## src/rtl/day01_pkg.sv

```systemverilog
// Shared constants and FSM encoding for the Day 1 front-end.
// Imported by the line parser and its decimal accumulator.
package day01_pkg;

    localparam logic [7:0] CH_L  = 8'h4C;
    localparam logic [7:0] CH_R  = 8'h52;
    localparam logic [7:0] CH_NL = 8'h0A;
    localparam logic [7:0] CH_CR = 8'h0D;
    localparam logic [7:0] CH_0  = 8'h30;
    localparam logic [7:0] CH_9  = 8'h39;

    localparam logic DIR_LEFT  = 1'b0;
    localparam logic DIR_RIGHT = 1'b1;

    typedef enum logic [1:0] {
        S_REQ,
        S_DAT,
        S_EMIT,
        S_DONE
    } state_t;

    function automatic logic is_digit(input logic [7:0] b);
        return (b >= CH_0) && (b <= CH_9);
    endfunction

    function automatic logic is_dir(input logic [7:0] b);
        return (b == CH_L) || (b == CH_R);
    endfunction

endpackage

```

## src/rtl/day01_dec_accum.sv

```systemverilog
// Combinational acc*10+digit step with saturation to all-ones.
// Overflow is judged on the full-precision result.
module day01_dec_accum
    import day01_pkg::*;
#(
    parameter int W = 16
) (
    input  logic [W-1:0] acc_i,
    input  logic [3:0]   digit_i,
    output logic [W-1:0] acc_o,
    output logic         ovf_o
);

    localparam logic [W+4:0] TEN = (W+5)'(10);

    logic [W+4:0] full;

    always_comb begin
        full  = ({5'd0, acc_i} * TEN) + {{(W+1){1'b0}}, digit_i};
        ovf_o = |full[W+4:W];
        acc_o = ovf_o ? '1 : full[W-1:0];
    end

endmodule

```

## src/rtl/day01_line_parser.sv

```systemverilog
// Walks the puzzle ROM and turns each "L68"/"R48" line into a token.
// Two cycles per byte: request the address, then classify the byte.
module day01_line_parser
    import day01_pkg::*;
#(
    parameter int N_ADDR_BITS      = 16,
    parameter int INPUT_DATA_WIDTH = 16
) (
    input  logic                        clk,
    input  logic                        rst,
    output logic [N_ADDR_BITS:0]        rom_addr,
    input  logic [7:0]                  rom_data,
    input  logic                        rom_valid,
    output logic                        tok_valid,
    input  logic                        tok_ready,
    output logic                        tok_dir,
    output logic [INPUT_DATA_WIDTH-1:0] tok_dist,
    output logic                        done,
    output logic                        err
);

    localparam int W  = INPUT_DATA_WIDTH;
    localparam int AW = N_ADDR_BITS + 1;

    state_t         state_q, state_d;
    logic [AW-1:0]  addr_q, addr_d;
    logic           have_dir_q, have_dir_d;
    logic [3:0]     ndig_q, ndig_d;
    logic           dir_q, dir_d;
    logic [W-1:0]   acc_q, acc_d;
    logic           skip_q, skip_d;
    logic           err_q, err_d;
    logic           eof_q, eof_d;
    logic           tdir_q, tdir_d;
    logic [W-1:0]   tdist_q, tdist_d;

    logic [W-1:0]   acc_nx;
    logic           acc_ovf;
    logic           emit;
    logic           bad;
    logic           clr;
    logic           last;
    logic           pend;
    logic           part;

    day01_dec_accum #(
        .W (W)
    ) u_accum (
        .acc_i   (acc_q),
        .digit_i (rom_data[3:0]),
        .acc_o   (acc_nx),
        .ovf_o   (acc_ovf)
    );

    always_ff @(posedge clk) begin
        if (rst) begin
            state_q    <= S_REQ;
            addr_q     <= '0;
            have_dir_q <= 1'b0;
            ndig_q     <= '0;
            dir_q      <= DIR_LEFT;
            acc_q      <= '0;
            skip_q     <= 1'b0;
            err_q      <= 1'b0;
            eof_q      <= 1'b0;
            tdir_q     <= DIR_LEFT;
            tdist_q    <= '0;
        end else begin
            state_q    <= state_d;
            addr_q     <= addr_d;
            have_dir_q <= have_dir_d;
            ndig_q     <= ndig_d;
            dir_q      <= dir_d;
            acc_q      <= acc_d;
            skip_q     <= skip_d;
            err_q      <= err_d;
            eof_q      <= eof_d;
            tdir_q     <= tdir_d;
            tdist_q    <= tdist_d;
        end
    end

    always_comb begin
        state_d    = state_q;
        addr_d     = addr_q;
        have_dir_d = have_dir_q;
        ndig_d     = ndig_q;
        dir_d      = dir_q;
        acc_d      = acc_q;
        skip_d     = skip_q;
        err_d      = err_q;
        eof_d      = eof_q;
        tdir_d     = tdir_q;
        tdist_d    = tdist_q;
        emit       = 1'b0;
        bad        = 1'b0;
        clr        = 1'b0;
        pend       = 1'b0;
        part       = 1'b0;
        last       = &addr_q;

        unique case (state_q)
            S_REQ: begin
                state_d = S_DAT;
            end

            S_DAT: begin
                if (rom_valid && skip_q) begin
                    clr = (rom_data == CH_NL);
                end else if (rom_valid) begin
                    unique case (1'b1)
                        is_dir(rom_data): begin
                            if (!have_dir_q) begin
                                have_dir_d = 1'b1;
                                dir_d = (rom_data == CH_R) ? DIR_RIGHT : DIR_LEFT;
                            end else begin
                                bad = 1'b1;
                            end
                        end
                        is_digit(rom_data): begin
                            if (have_dir_q) begin
                                acc_d = acc_nx;
                                if (ndig_q != 4'hF) ndig_d = ndig_q + 4'd1;
                                if (acc_ovf) err_d = 1'b1;
                            end else begin
                                bad = 1'b1;
                            end
                        end
                        (rom_data == CH_CR): begin
                        end
                        (rom_data == CH_NL): begin
                            if (have_dir_q && (ndig_q != '0)) begin
                                emit = 1'b1;
                            end else if (have_dir_q) begin
                                err_d = 1'b1;
                                clr   = 1'b1;
                            end
                        end
                        default: begin
                            bad = 1'b1;
                        end
                    endcase
                end

                if (bad) begin
                    err_d  = 1'b1;
                    skip_d = 1'b1;
                end
                if (clr) begin
                    have_dir_d = 1'b0;
                    ndig_d     = '0;
                    dir_d      = DIR_LEFT;
                    acc_d      = '0;
                    skip_d     = 1'b0;
                end

                // End of file is judged on the context after this byte.
                pend = have_dir_d && (ndig_d != '0);
                part = have_dir_d || (ndig_d != '0) || skip_d;

                if (emit) begin
                    tdir_d  = dir_q;
                    tdist_d = acc_q;
                    eof_d   = last;
                    state_d = S_EMIT;
                    addr_d  = addr_q + AW'(1);
                end else if (!rom_valid || last) begin
                    if (pend) begin
                        tdir_d  = dir_d;
                        tdist_d = acc_d;
                        eof_d   = 1'b1;
                        state_d = S_EMIT;
                        addr_d  = addr_q + AW'(1);
                    end else begin
                        if (part) err_d = 1'b1;
                        state_d = S_DONE;
                    end
                end else begin
                    state_d = S_REQ;
                    addr_d  = addr_q + AW'(1);
                end
            end

            S_EMIT: begin
                if (tok_ready) begin
                    have_dir_d = 1'b0;
                    ndig_d     = '0;
                    dir_d      = DIR_LEFT;
                    acc_d      = '0;
                    skip_d     = 1'b0;
                    eof_d      = 1'b0;
                    state_d    = eof_q ? S_DONE : S_REQ;
                end
            end

            S_DONE: begin
            end

            default: begin
                state_d = S_REQ;
            end
        endcase
    end

    assign rom_addr  = addr_q;
    assign tok_valid = (state_q == S_EMIT);
    assign tok_dir   = tdir_q;
    assign tok_dist  = tdist_q;
    assign done      = (state_q == S_DONE);
    assign err       = err_q;

endmodule

```

## config.mk

```make
export PLATFORM = sky130hd
export DESIGN_NAME = day01_line_parser
export DESIGN_NICKNAME = d
export VERILOG_FILES = /design/src/rtl/day01_pkg.sv /design/src/rtl/day01_dec_accum.sv /design/src/rtl/day01_line_parser.sv
export SDC_FILE = /design/constraint.sdc
export NUM_CORES = 1
export LEC_CHECK = 0
export ABC_AREA = 1
export BUFFER_PORTS_ARGS = -buffer_cell sky130_fd_sc_hd__buf_2
export CORE_MARGIN = 2
export CORE_UTILIZATION = 50
export CTS_CLUSTER_SIZE = 12
export DETAILED_ROUTE_END_ITERATION = 6
export PLACE_DENSITY = 0.76
export SETUP_SLACK_MARGIN = 0.2
export SLEW_MARGIN = 20
export SYNTH_ARGS = -nofsm -noshare
export SYNTH_HDL_FRONTEND = slang
export SYNTH_HIERARCHICAL = 1
export SYNTH_SLANG_ARGS = --single-unit
```

## constraint.sdc

```tcl
create_clock -name clk -period 4.4 [get_ports clk]
set_clock_uncertainty 0.15 [all_clocks]
set_input_delay 0.44 -clock clk [delete_from_list [all_inputs] [get_ports clk]]
set_output_delay 0.44 -clock clk [all_outputs]
set_load 0.01 [all_outputs]
```

Yosys cells after proc, flatten, opt, wreduce, memory -nomap -nowiden
Index checks and enable logic that the tools add are counted.
{ "classes": {"addsub": 3, "multipliers": 1, "order_cmp": 2, "n_eq_ne": 12, "n_mux": 82, "n_reduce_logical": 24} }
{ "ops": {"columns": ["cell", "count"], "rows": [
  ["$mux 16", 10],
  ["$mux 17", 3],
  ["$mux 1", 48],
  ["$mux 4", 8],
  ["$pmux 16 s2", 1],
  ["$add 20x4->21", 1],
  ["$mul 16x3->19 const B", 1],
  ["$add 17x1->17 const B", 1],
  ["$reduce_and 17->1", 1],
  ["$eq 8x4->1 const B", 2],
  ["$eq 8x7->1 const B", 2],
  ["$pmux 1 s2", 5],
  ["$ne 3x3->1 const B", 3],
  ["$ge 8x6->1 const B", 1],
  ["$le 8x6->1 const B", 1],
  ["$mux 2", 4],
  ["$pmux 4 s2", 1],
  ["$reduce_bool 4->1", 2],
  ["$pmux 2 s3", 1],
  ["$reduce_and 2->1", 3],
  ["$reduce_bool 2->1", 3],
  ["$reduce_or 5->1", 1],
  ["$add 4x1->4 const B", 1],
  ["$eq 2x2->1 const B", 2],
  ["12 further kinds", 18]
]} }
{ "totals": {"ff_bits": 61, "input_bits": 12, "elab_cells": 135} }

Longest topological paths before layout
Gate-level depths: netlist of the first run.
{ "depth": {"depth_word": 16, "ltp_mapped": 24, "ltp_nobuf": 23} }

Hierarchy
Netlist of the first run, hierarchy kept.
{ "modules_own_cells": {"columns": ["module", "instances", "cells_each", "area_each_um2", "seq_area_each_um2"], "rows": [
  ["day01_line_parser", 1, 517, 3377.0, 1221.2],
  ["day01_dec_accum", 1, 302, 1804.2, 0.0]
]} }

Worst setup path after synthesis of the first run
No wires, ideal clock.
{ "synth_path": {"path_kind": "register to register", "startpoint": "reg acc_q[1]", "endpoint": "reg err_q (netlist: err)", "setup_ps": 132, "arrival_time_ps": 2935, "required_ps": 4118, "path_slack_ps": 1183, "path_stages_with_launch": 22, "synth_period_minus_slack_ps": 3217, "path_cell_list": "dfxtp_1 -> ha_1 -> ha_1 -> inv_1 -> fa_1 -> nor2_1 -> nand3_2 -> nor2_2 -> nand3_2 -> nor2_4 -> nand2_2 -> nor2_2 -> nand3_2 -> nand2_4 -> buf_12 -> nand2_2 -> nand3_1 -> o21ai_0 -> o21ai_0 -> nor2_1 -> nor2_1 -> a21oi_1"} }
{ "synth_between": {"elab_chain_cells": 13} }
{ "synth_rtl": {"columns": ["item", "line", "rtl"], "rows": [
  ["start, declared", "day01_line_parser.sv:30", "logic [W-1:0] acc_q, acc_d;"],
  ["start signal, assigned", "day01_line_parser.sv:62", "acc_q <= '0;"],
  ["start signal, assigned", "day01_line_parser.sv:74", "acc_q <= acc_d;"],
  ["$mul 16x3->19 *", "day01_dec_accum.sv:19", "full = ({5'd0, acc_i} * TEN) + {{(W+1){1'b0}}, digit_i};"],
  ["$add 20x4->21 *", "day01_dec_accum.sv:19", null],
  ["$reduce_or 5->1 *", "day01_dec_accum.sv:20", "ovf_o = |full[W+4:W];"],
  ["via acc_ovf", "day01_line_parser.sv:38", "logic acc_ovf;"],
  ["$mux 1 *", "day01_line_parser.sv:124", "if (acc_ovf) err_d = 1'b1;"],
  ["$mux 1 *", "day01_line_parser.sv:121", "if (have_dir_q) begin"],
  ["$pmux 1 s2 *", "day01_line_parser.sv:111", "unique case (1'b1)"],
  ["$mux 1 *", "day01_line_parser.sv:110", "end else if (rom_valid) begin"],
  ["$mux 1 *", "day01_line_parser.sv:108", "if (rom_valid && skip_q) begin"],
  ["$mux 1 *", "day01_line_parser.sv:145", "if (bad) begin"],
  ["$mux 1", "day01_line_parser.sv:175", "if (part) err_d = 1'b1;"],
  ["$mux 1", "day01_line_parser.sv:168", "if (pend) begin"],
  ["$mux 1", "day01_line_parser.sv:167", "end else if (!rom_valid || last) begin"],
  ["$mux 1 *", "day01_line_parser.sv:161", "if (emit) begin"],
  ["end signal, assigned", "day01_line_parser.sv:76", "err_q <= err_d;"],
  ["end, declared", "day01_line_parser.sv:32", "logic err_q, err_d;"]
]} }
The timed path passes the listed nets; every way through them passes the cells marked *.
A chain may end at the register's enable or synchronous reset.

Worst setup path in the final report of the first run
Same ends and word-level chain as after synthesis.

==> results by group, run 1 <==
Synthesis
  • Simple-gate portion of the synthesized area: between 40% and 50%
  • Asr flop ratio synth: 0%
  • Mapped Nets: 871
  • Number of flops mapped to enable cells by yosys: 0
  • Synth Area in Adders: 9.949%
  • Multiplexer share of the synthesized area: 0%
  • Synth Register Bits: 61
  • Mapped cell area: 5181 um2
  • Syn. warnings: 6
  • Yosys top cell by area: dfxtp_1
  • Largest family of logic cells by synthesized area: simple AND/OR/NAND/NOR gates
  • Cells after Synth: slightly above 800
  • Post-synthesis sequential area ratio: between 20% and 30%
  • Commonest register cell after synthesis: dfxtp_1
  • Share of the synthesized area in the top cell type: 23.57%
  • Unique masters post-synth: 36
  • Syn Area/Cell: 6.326 um2
  • Area contributors post-synth: dfxtp_1 24%, nand2_1 16%, ha_1 9.2%, nand3_1 7.0%, a21oi_1 6.9%
  • Area fraction in compound gates after synthesis: about a tenth
  • Top post-synthesis cells by count: 226 x nand2_1, 94 x nor2_1, 82 x inv_1
  • Count leader, synth: nand2_1
  • Synth Area in XOR/XNOR: under 10%

STA
  • Hold WS: 0.3139 ns
  • Worst Tran Pin Value: 1.091 ns
  • Setup WS post-layout: 0.8900 ns
  • Max Clk Rate: 284.9 MHz
  • Final setup fails: 0
  • Fin. max-slew vios: 0
  • Setup total negative slack: 0 ns
  • Period utilization: 79.77%
  • Slew Limit Headroom: 27.25%
  • RSZ-0062 raised after global routing: no
  • Final hold vios: 0
  • Fin crit period: about 3.5 ns

Worst setup path
  • Worst path cell trace: ha_1 > ha_1 > inv_1 > fa_1 > nor2_1 > nand3_2 > nor2_2 > nand3_2 > nor2_4 > nand2_2 > nor2_2 > nand3_2 > nand2_4 > nand2_2 > nand3_1 > o21ai_0 > o21ai_0 > nor2_1 > nor2_1 > a21oi_1
  • Slowest CP cell: fa_1
  • Slowest stage delay, CP: between 0.4 and 0.5 ns
  • Top cell family by delay on the critical path: simple AND/OR/NAND/NOR gates
  • Worst r2r path cells: 20
  • Launch point of the worst reg-to-reg path: acc_q[1]$_SDFFE_PP0P_
  • Reg2reg end: err$_SDFFE_PP0P_
  • Req. time, crit path: 4.43 ns
  • Setup slack, reg-to-reg: 0.89 ns
  • Crit path capture type: flop
  • CP bufs+invs: 1
  • Arr. time, crit path: 3.54 ns
  • Nature of the critical path startpoint: flop
  • CP Max Fanout: 17
  • CP Class: reg2reg

Finish
  • Antenna diode count: 0
  • Fin nets: 908
  • Synth-to-layout area growth: 9.297%
  • Fillers: ~1000
  • Share of cells above drive strength 1: 15.21%

Global route
  • Antenna violations before repair: 0
  • All-layer global routing usage: a little under a quarter
  • Global-route wire length before repair: 20.90 mm
  • Pin count of the biggest net entering global routing: 59
  • Vias in the first global route: around 4600
  • Remaining global-route overflow: 0

CTS
  • Hold buffers post-CTS: 0
  • Setup repair bufs after CTS: 0
  • Root buf cell: clkbuf_8
  • Clk_lat worst skew: approximately 0.34 ns
  • Post-CTS resize count: 0
  • H-tree depth: 3
  • CTS buffer count: 9
  • TritonCTS clock tree: yes
  • Sink Count: between 60 and 70
  • Clock slew at reported path FFs: roughly 0.08 ns
  • CTS Buffer Depth: 2

Floorplan
  • Initial core utilization: between 50 and 60%
  • I/O pin count: 49
  • Rows: 37
  • Die X: 105.8 um
  • Die area: 11190 um2
  • Die Ht: 105.8 um
  • Core area: 10180 um2

Min path
  • WHS Endpoint: tok_dist[8]$_SDFFE_PP0P_
  • Min-delay src: tok_dist[8]$_SDFFE_PP0P_
  • Worst hold path stage count: 2
  • Hold Path Class: reg2reg

Power and ir drop
  • Pwr per Cell Area: 208.2 nW/um2
  • Leakage: 2.739 nW
  • PnR Total Power: 1.179 mW
  • Peak supply drop: 0.1734 mV

Place
  • Dpl hpwl: approximately 9.2 mm
  • Routability cong.: between 0.8 and 0.9
  • IO Port Bufs: 48
  • DP Worst Slack: 0.9241 ns

Route
  • DR iter-0 viols: 316
  • DR WL/cell: 12.29 um
  • Routed via count: 5157
  • 1st-pass router iterations: 5
  • DRC Markers: 0
  • Vias per inst: 5.173
  • Detail Route Antenna Nets: 0
  • Total Wirelength: 12.25 mm

Job
  • Max Cap Viol: 0

Outcome
  • Status: complete, no violations
## worst max-delay path by stage
stage / start / to / slack, ns / cells past startpoint
2_1_floorplan: acc_q[1]$_SDFFE_PP0P_ / err$_SDFFE_PP0P_ / 1.18 / 21
3_3_place_gp: acc_q[1]$_SDFFE_PP0P_ / err$_SDFFE_PP0P_ / 0.98 / 20
3_5_place_dp: acc_q[1]$_SDFFE_PP0P_ / err$_SDFFE_PP0P_ / 0.92 / 20
4_1_cts: acc_q[1]$_SDFFE_PP0P_ / err$_SDFFE_PP0P_ / 0.90 / 20
5_1_grt: acc_q[1]$_SDFFE_PP0P_ / err$_SDFFE_PP0P_ / 0.51 / 20
6_report: acc_q[1]$_SDFFE_PP0P_ / err$_SDFFE_PP0P_ / 0.89 / 20
## routing by layer
| layer | track usage, % | vias to the layer above | wire (um) | share of wire, % |
|---|---|---|---|---|
| met4 | 6.673 | 0 | 215 | 1.8 |
| met3 | 4.143 | 19 | 504 | 4.1 |
| met1 | 29.49 | 2291 | 5898 | 48 |
| met2 | 37.93 | 116 | 5631 | 46 |
| met5 | 0 | - | 0 | 0 |
| li1 | - | 2731 | - | - |
## flip-flops by register name (all words and copies together) (netlist names)
register / flops
rom_addr: 17
eof_q: 1
tok_dist: 16
ndig_q: 4
tok_dir: 1
have_dir_q: 1
dir_q: 1
acc_q: 16
state_q: 2
skip_q: 1
err: 1
## tightest hold or removal path, cell delays in order (launching register included)
cell     delay, ns
dfxtp_1       0.31
nand2_1       0.06
a21oi_1       0.05
## cells in the final DEF (no fill, tap or decap), drive strengths merged, types with 2 or more instances in the layout
cell	synthesis	routed
dfxtp	61	61
buf	9	50
nor2	106	106
clkbuf	15	9
inv	89	90
o21ai	31	31
fa	2	2
nand2	248	248
clkinv	0	2
nor3	8	8
clkinvlp	0	3
a21oi	72	72
nor4	4	4
nand3b	2	2
nand3	94	94
ha	38	38
xor2	14	14
xnor2	9	9
nand4	12	12
## layout make-up
type	count	area [um2]	area share (%)
multi-input combinational	645	3483	61.51
inverter	89	334.1	5.899
clock inverter	7	75.07	1.326
timing repair buffer	50	255.2	4.507
tap	136	170.2	3.005
sequential	61	1221	21.56
clock buffer	9	123.9	2.187
## power breakdown
group | switching, mW | total, mW | internal [mW]
Clock | 0.243 | 0.506 | 0.263
Combinational | 0.0797 | 0.109 | 0.0292
Sequential | 0.00616 | 0.564 | 0.558
Total | 0.329 | 1.18 | 0.850
## kinds of logic (layout without fill, tap and decap cells)
family,Yosys count,in the layout
AO/OA/AOI/OAI,107,107
XOR/XNOR,23,23
adder cells (fa/ha/maj),40,40
buffers and inverters,113,155
flip-flops,61,61
AND/OR/NAND/NOR,475,475
## per-stage QoR
step | cells | cell area [um2] | util [%]
6_report | 997 | 5663 | 55.60
5_1_grt | 997 | 5663 | 55.60
4_1_cts | 997 | 5663 | 55.60
3_5_place_dp | 981 | 5464 | 53.65
3_3_place_gp | 981 | 5464 | 53.65
2_1_floorplan | 819 | 5181 | -
No activity file was read; power rests on OpenSTA's default activity.
==> run 2: changes to the inputs <==
--- a/config.mk
+++ b/config.mk
@@ -5,13 +5,13 @@
 export SDC_FILE = /design/constraint.sdc
 export NUM_CORES = 1
 export LEC_CHECK = 0
-export ABC_AREA = 1
+export ABC_AREA = 0
 export BUFFER_PORTS_ARGS = -buffer_cell sky130_fd_sc_hd__buf_2
 export CORE_MARGIN = 2
 export CORE_UTILIZATION = 50
 export CTS_CLUSTER_SIZE = 12
 export DETAILED_ROUTE_END_ITERATION = 6
-export PLACE_DENSITY = 0.76
+export PLACE_DENSITY = 0.77
 export SETUP_SLACK_MARGIN = 0.2
 export SLEW_MARGIN = 20
 export SYNTH_ARGS = -nofsm -noshare
==> constraint.sdc (replaced) <==
create_clock -name clk -period 3.3 [get_ports clk]
set_clock_uncertainty 0.15 [all_clocks]
set_input_delay 0.33 -clock clk [delete_from_list [all_inputs] [get_ports clk]]
set_output_delay 0.33 -clock clk [all_outputs]
set_load 0.01 [all_outputs]
==> run 2 against run 1 <==
Against the previous run: the run now ends with setup timing left; clock power increased by 27%; worst setup slack got worse by 1.5 ns; wire length increased by 12%; register-to-register slack got worse by 1.5 ns; area after synthesis decreased by 10%; critical endpoint is now acc_q[14]$_SDFFE_PP0P_; highest routed layer unchanged.
==> results by group, run 2 <==
Synthesis
  • Unique masters post-synth: 75 (+110%)
  • Post-synthesis sequential area ratio: 26.26% (+2.7 points)
  • Count leader, synth: nor2_1
  • Share of the synthesized area in the top cell type: 26.26% (+2.7 points)
  • Mapped Nets: 638 (-27%)
  • Cells after Synth: 586 (-28%)
  • Syn. warnings: 6 (unchanged)
  • Asr flop ratio synth: 0% (unchanged)
  • Synth Register Bits: 61 (unchanged)
  • Syn Area/Cell: 7.934 um2 (+25%)
  • Number of flops mapped to enable cells by yosys: 0 (unchanged)
  • Yosys top cell by area: dfxtp_1
  • Commonest register cell after synthesis: dfxtp_1
  • Top post-synthesis cells by count: 66 x nor2_1, 61 x dfxtp_1, 53 x nand2_1
  • Area contributors post-synth: dfxtp_1 26%, ha_1 10%, nor2_1 5.3%, a21oi_1 4.5%, mux2i_1 4.3%
  • Mapped cell area: 4649 um2 (-10%)

Route
  • Routed via count: 4939 (-4.2%)
  • DR iter-0 viols: 265 (-16%)
  • DR WL/cell: 16.66 um (+36%)
  • Total Wirelength: 13.78 mm (+12%)
  • Vias per inst: 5.972 (+15%)
  • 1st-pass router iterations: 5 (unchanged)
  • Detail Route Antenna Nets: 0 (unchanged)
  • DRC Markers: 0 (unchanged)

Outcome
  • Status: finished with violations
  • Failing checks: setup timing

Finish
  • Max reg flops: 17 (unchanged)
  • Share of cells above drive strength 1: 34.08% (+19 points)
  • Core Util, Final: 68.23% (+13 points)
  • Fin nets: 763 (-16%)
  • Most frequent cells in the layout: 87 x buf_4, 64 x nor2_1, 52 x dfxtp_1, 49 x nand2_1, 48 x buf_2
  • Antenna diode count: 0 (unchanged)
  • Post-route cell area: 6215 um2 (+9.7%)
  • Most common cell after layout, fill and taps aside: buf_4
  • Fillers: 716 (-30%)
  • Synth-to-layout area growth: 33.67%
  • Fin cells: 827 (-17%)

CTS
  • Root buf cell: clkbuf_8
  • TritonCTS clock tree: yes
  • H-tree depth: 3 (unchanged)
  • Sink Count: 61 (unchanged)
  • CTS buffer count: 9 (unchanged)
  • Clock slew at reported path FFs: 0.07 ns (about the same)
  • Clk_lat worst skew: 0.35 ns (about the same)
  • CTS Buffer Depth: 2 (unchanged)

Power and ir drop
  • PnR Total Power: 1.537 mW (+30%)
  • Gate power share: 9.4% (+0.2 points)
  • Sw Pwr: 0.4113 mW (+25%)
  • Pint: 1.125 mW (+32%)
  • Peak supply drop: 0.3102 mV (+79%)
  • Pwr per Cell Area: 247.3 nW/um2 (+19%)
  • Net Sw Frac: 26.76% (-1.1 points)
  • Leakage: 2.681 nW (-2.1%)
  • Register share of total power: 48.7% (+0.9 points)
  • Clock share of power: 41.9% (-1.0 points)

Place
  • IO Port Bufs: 48 (unchanged)
  • Routability cong.: 0.9773 (+14%)
  • DP Worst Slack: -0.5143 ns (-1.438 ns)
  • Dpl hpwl: 9.676 mm (+4.7%)
  • Placed cell areas: 5583 um2 (+2.2%)
  • Placed cell count: 791 (-19%)

Min path
  • Hold Path Class: in2reg
  • Worst hold path stage count: 4 (+2)

Worst setup path
  • Slowest CP cell: dfxtp_4
  • Nature of the critical path startpoint: flop
  • Req. time, crit path: 3.35 ns (-1.08 ns)
  • Worst r2r path cells: 17 (-15%)
  • Top cell family by delay on the critical path: simple AND/OR/NAND/NOR gates
  • CP Class: reg2reg
  • CP Max Fanout: 6 (-11)
  • Arr. time, crit path: 3.91 ns (+0.37 ns)
  • Crit path capture type: flop
  • Slowest stage delay, CP: 0.35 ns (-0.08 ns)
  • CP bufs+invs: 3 (+2)
  • CP Depth: 17 (-15%)
  • Worst path cell trace: buf_4 > ha_4 > ha_4 > nor2b_2 > o2111a_2 > or3_4 > and2_4 > o41ai_4 > and4bb_2 > mux2i_4 > buf_12 > buf_4 > nand3b_1 > nand3_1 > a21oi_2 > a22oi_1 > nor2_1

STA
  • Slew Limit Headroom: 45.71% (+18 points)
  • RSZ-0062 raised after global routing: yes
  • Setup total negative slack: -16.29 ns (-16.29 ns)
  • Final hold vios: 0 (unchanged)
  • Worst Tran Pin Value: 0.8143 ns (-0.2769 ns)
  • Period utilization: 117.0% (+37 points)
  • Final setup fails: 33 (+33)
  • Max Clk Rate: 259.0 MHz (-9.1%)
  • Fin crit period: 3.860 ns (+0.3503 ns)
  • Hold WS: 0.3024 ns (-0.01148 ns)
  • Setup WS post-layout: -0.5604 ns (-1.450 ns)
  • Fin. max-slew vios: 0 (unchanged)

Global route
  • Pin count of the biggest net entering global routing: 49 (-17%)
  • Most used routing layer in global routing: met2
  • Vias in the first global route: 4616 (-0.087%)
  • All-layer global routing usage: 27.04% (+4.5 points)
  • GR Util met2: 46.57% (+8.6 points)
  • Grt met3 use: 4.178% (+0.035 points)
  • GRT met1 Usage: 33.78% (+4.3 points)
  • Antenna violations before repair: 0 (unchanged)
  • Remaining global-route overflow: 0 (unchanged)
  • Global-route wire length before repair: 22.05 mm (+5.5%)

Floorplan
  • Initial core utilization: 51.04% (+0.17 points)
  • I/O pin count: 49 (unchanged)
  • Die Ht: 100.4 um (-5.1%)
  • Die X: 100.4 um (-5.1%)
  • Die area: 10090 um2 (-9.9%)
  • Core area: 9109 um2 (-11%)
  • Rows: 35 (-5.4%)

Job
  • Max Cap Viol: 0 (unchanged)
run 2: changes by cell type after synthesis, moves of 28 or more:
cell,before,now
a21oi_1,71,42
inv_1,82,18
nand2_1,226,53
nand3_1,72,28
nor2_1,94,66
run 2: worst register-to-register path, cell delays in order, from the launching register on:
cell	delay (ns)
dfxtp_4	0.35
buf_4	0.14
ha_4	0.24
ha_4	0.24
nor2b_2	0.15
o2111a_2	0.28
or3_4	0.34
and2_4	0.16
o41ai_4	0.30
and4bb_2	0.34
mux2i_4	0.28
buf_12	0.15
buf_4	0.11
nand3b_1	0.07
nand3_1	0.10
a21oi_2	0.08
a22oi_1	0.18
nor2_1	0.06
run 2: cell families (layout without fill, tap and decap cells):
logic type | Yosys count | count (layout) | synth area share, %
xor+xnor | 18 | 18 | 3.391
mux | 25 | 25 | 5.570
compound gates | 139 | 139 | 20.40
flops | 61 | 61 | 26.26
simple gates | 256 | 256 | 29.06
buf+inv | 47 | 177 | 4.225
fa+ha+maj | 40 | 40 | 11.09
run 2: worst paths after layout:
check                           start                  endpoint  slack [ns]
max             acc_q[3]$_SDFFE_PP0P_    acc_q[14]$_SDFFE_PP0P_       -0.56
min                         tok_ready   state_q[0]$_SDFFE_PP0P_        0.30
max reg2reg     acc_q[3]$_SDFFE_PP0P_    acc_q[14]$_SDFFE_PP0P_       -0.56
min reg2reg  rom_addr[1]$_SDFFE_PP0P_  rom_addr[1]$_SDFFE_PP0P_        0.34
run 2: power groups by stage:
stage          Sequential [mW]  Combinational (mW)  Clock [mW]
4_1_cts                  0.748               0.133       0.651
6_report                 0.749               0.144       0.644
5_1_grt                  0.749               0.157       0.673
2_1_floorplan            0.765              0.0835           0
3_3_place_gp             0.765               0.128           0
3_5_place_dp             0.765               0.131           0
run 2: final cells by class:
class | instances | area [um2] | share of cell area, %
repair buffers | 142 | 1002 | 16.13
flip-flops and latches | 61 | 1235 | 19.87
inverters | 19 | 73.82 | 1.188
clock buffers | 13 | 170.2 | 2.738
multi-input cells | 478 | 3577 | 57.56
clock inverters | 3 | 17.52 | 0.2819
well taps | 111 | 138.9 | 2.235
run 2: layer usage:
metal | wire [um] | share of wire, % | vias up
met3 | 734 | 5.3 | 37
met5 | 0 | 0 | -
li1 | - | - | 2397
met2 | 6891 | 50 | 174
met4 | 417 | 3.0 | 0
met1 | 5735 | 42 | 2331
run 2: what timing repair did:
action                                  4_1_cts  5_1_grt
setup buffers                                10       10
endpoints found under the setup margin       33       45
hold buffers                                  0        0
resized for setup                            45       21
pin swaps                                    27       22
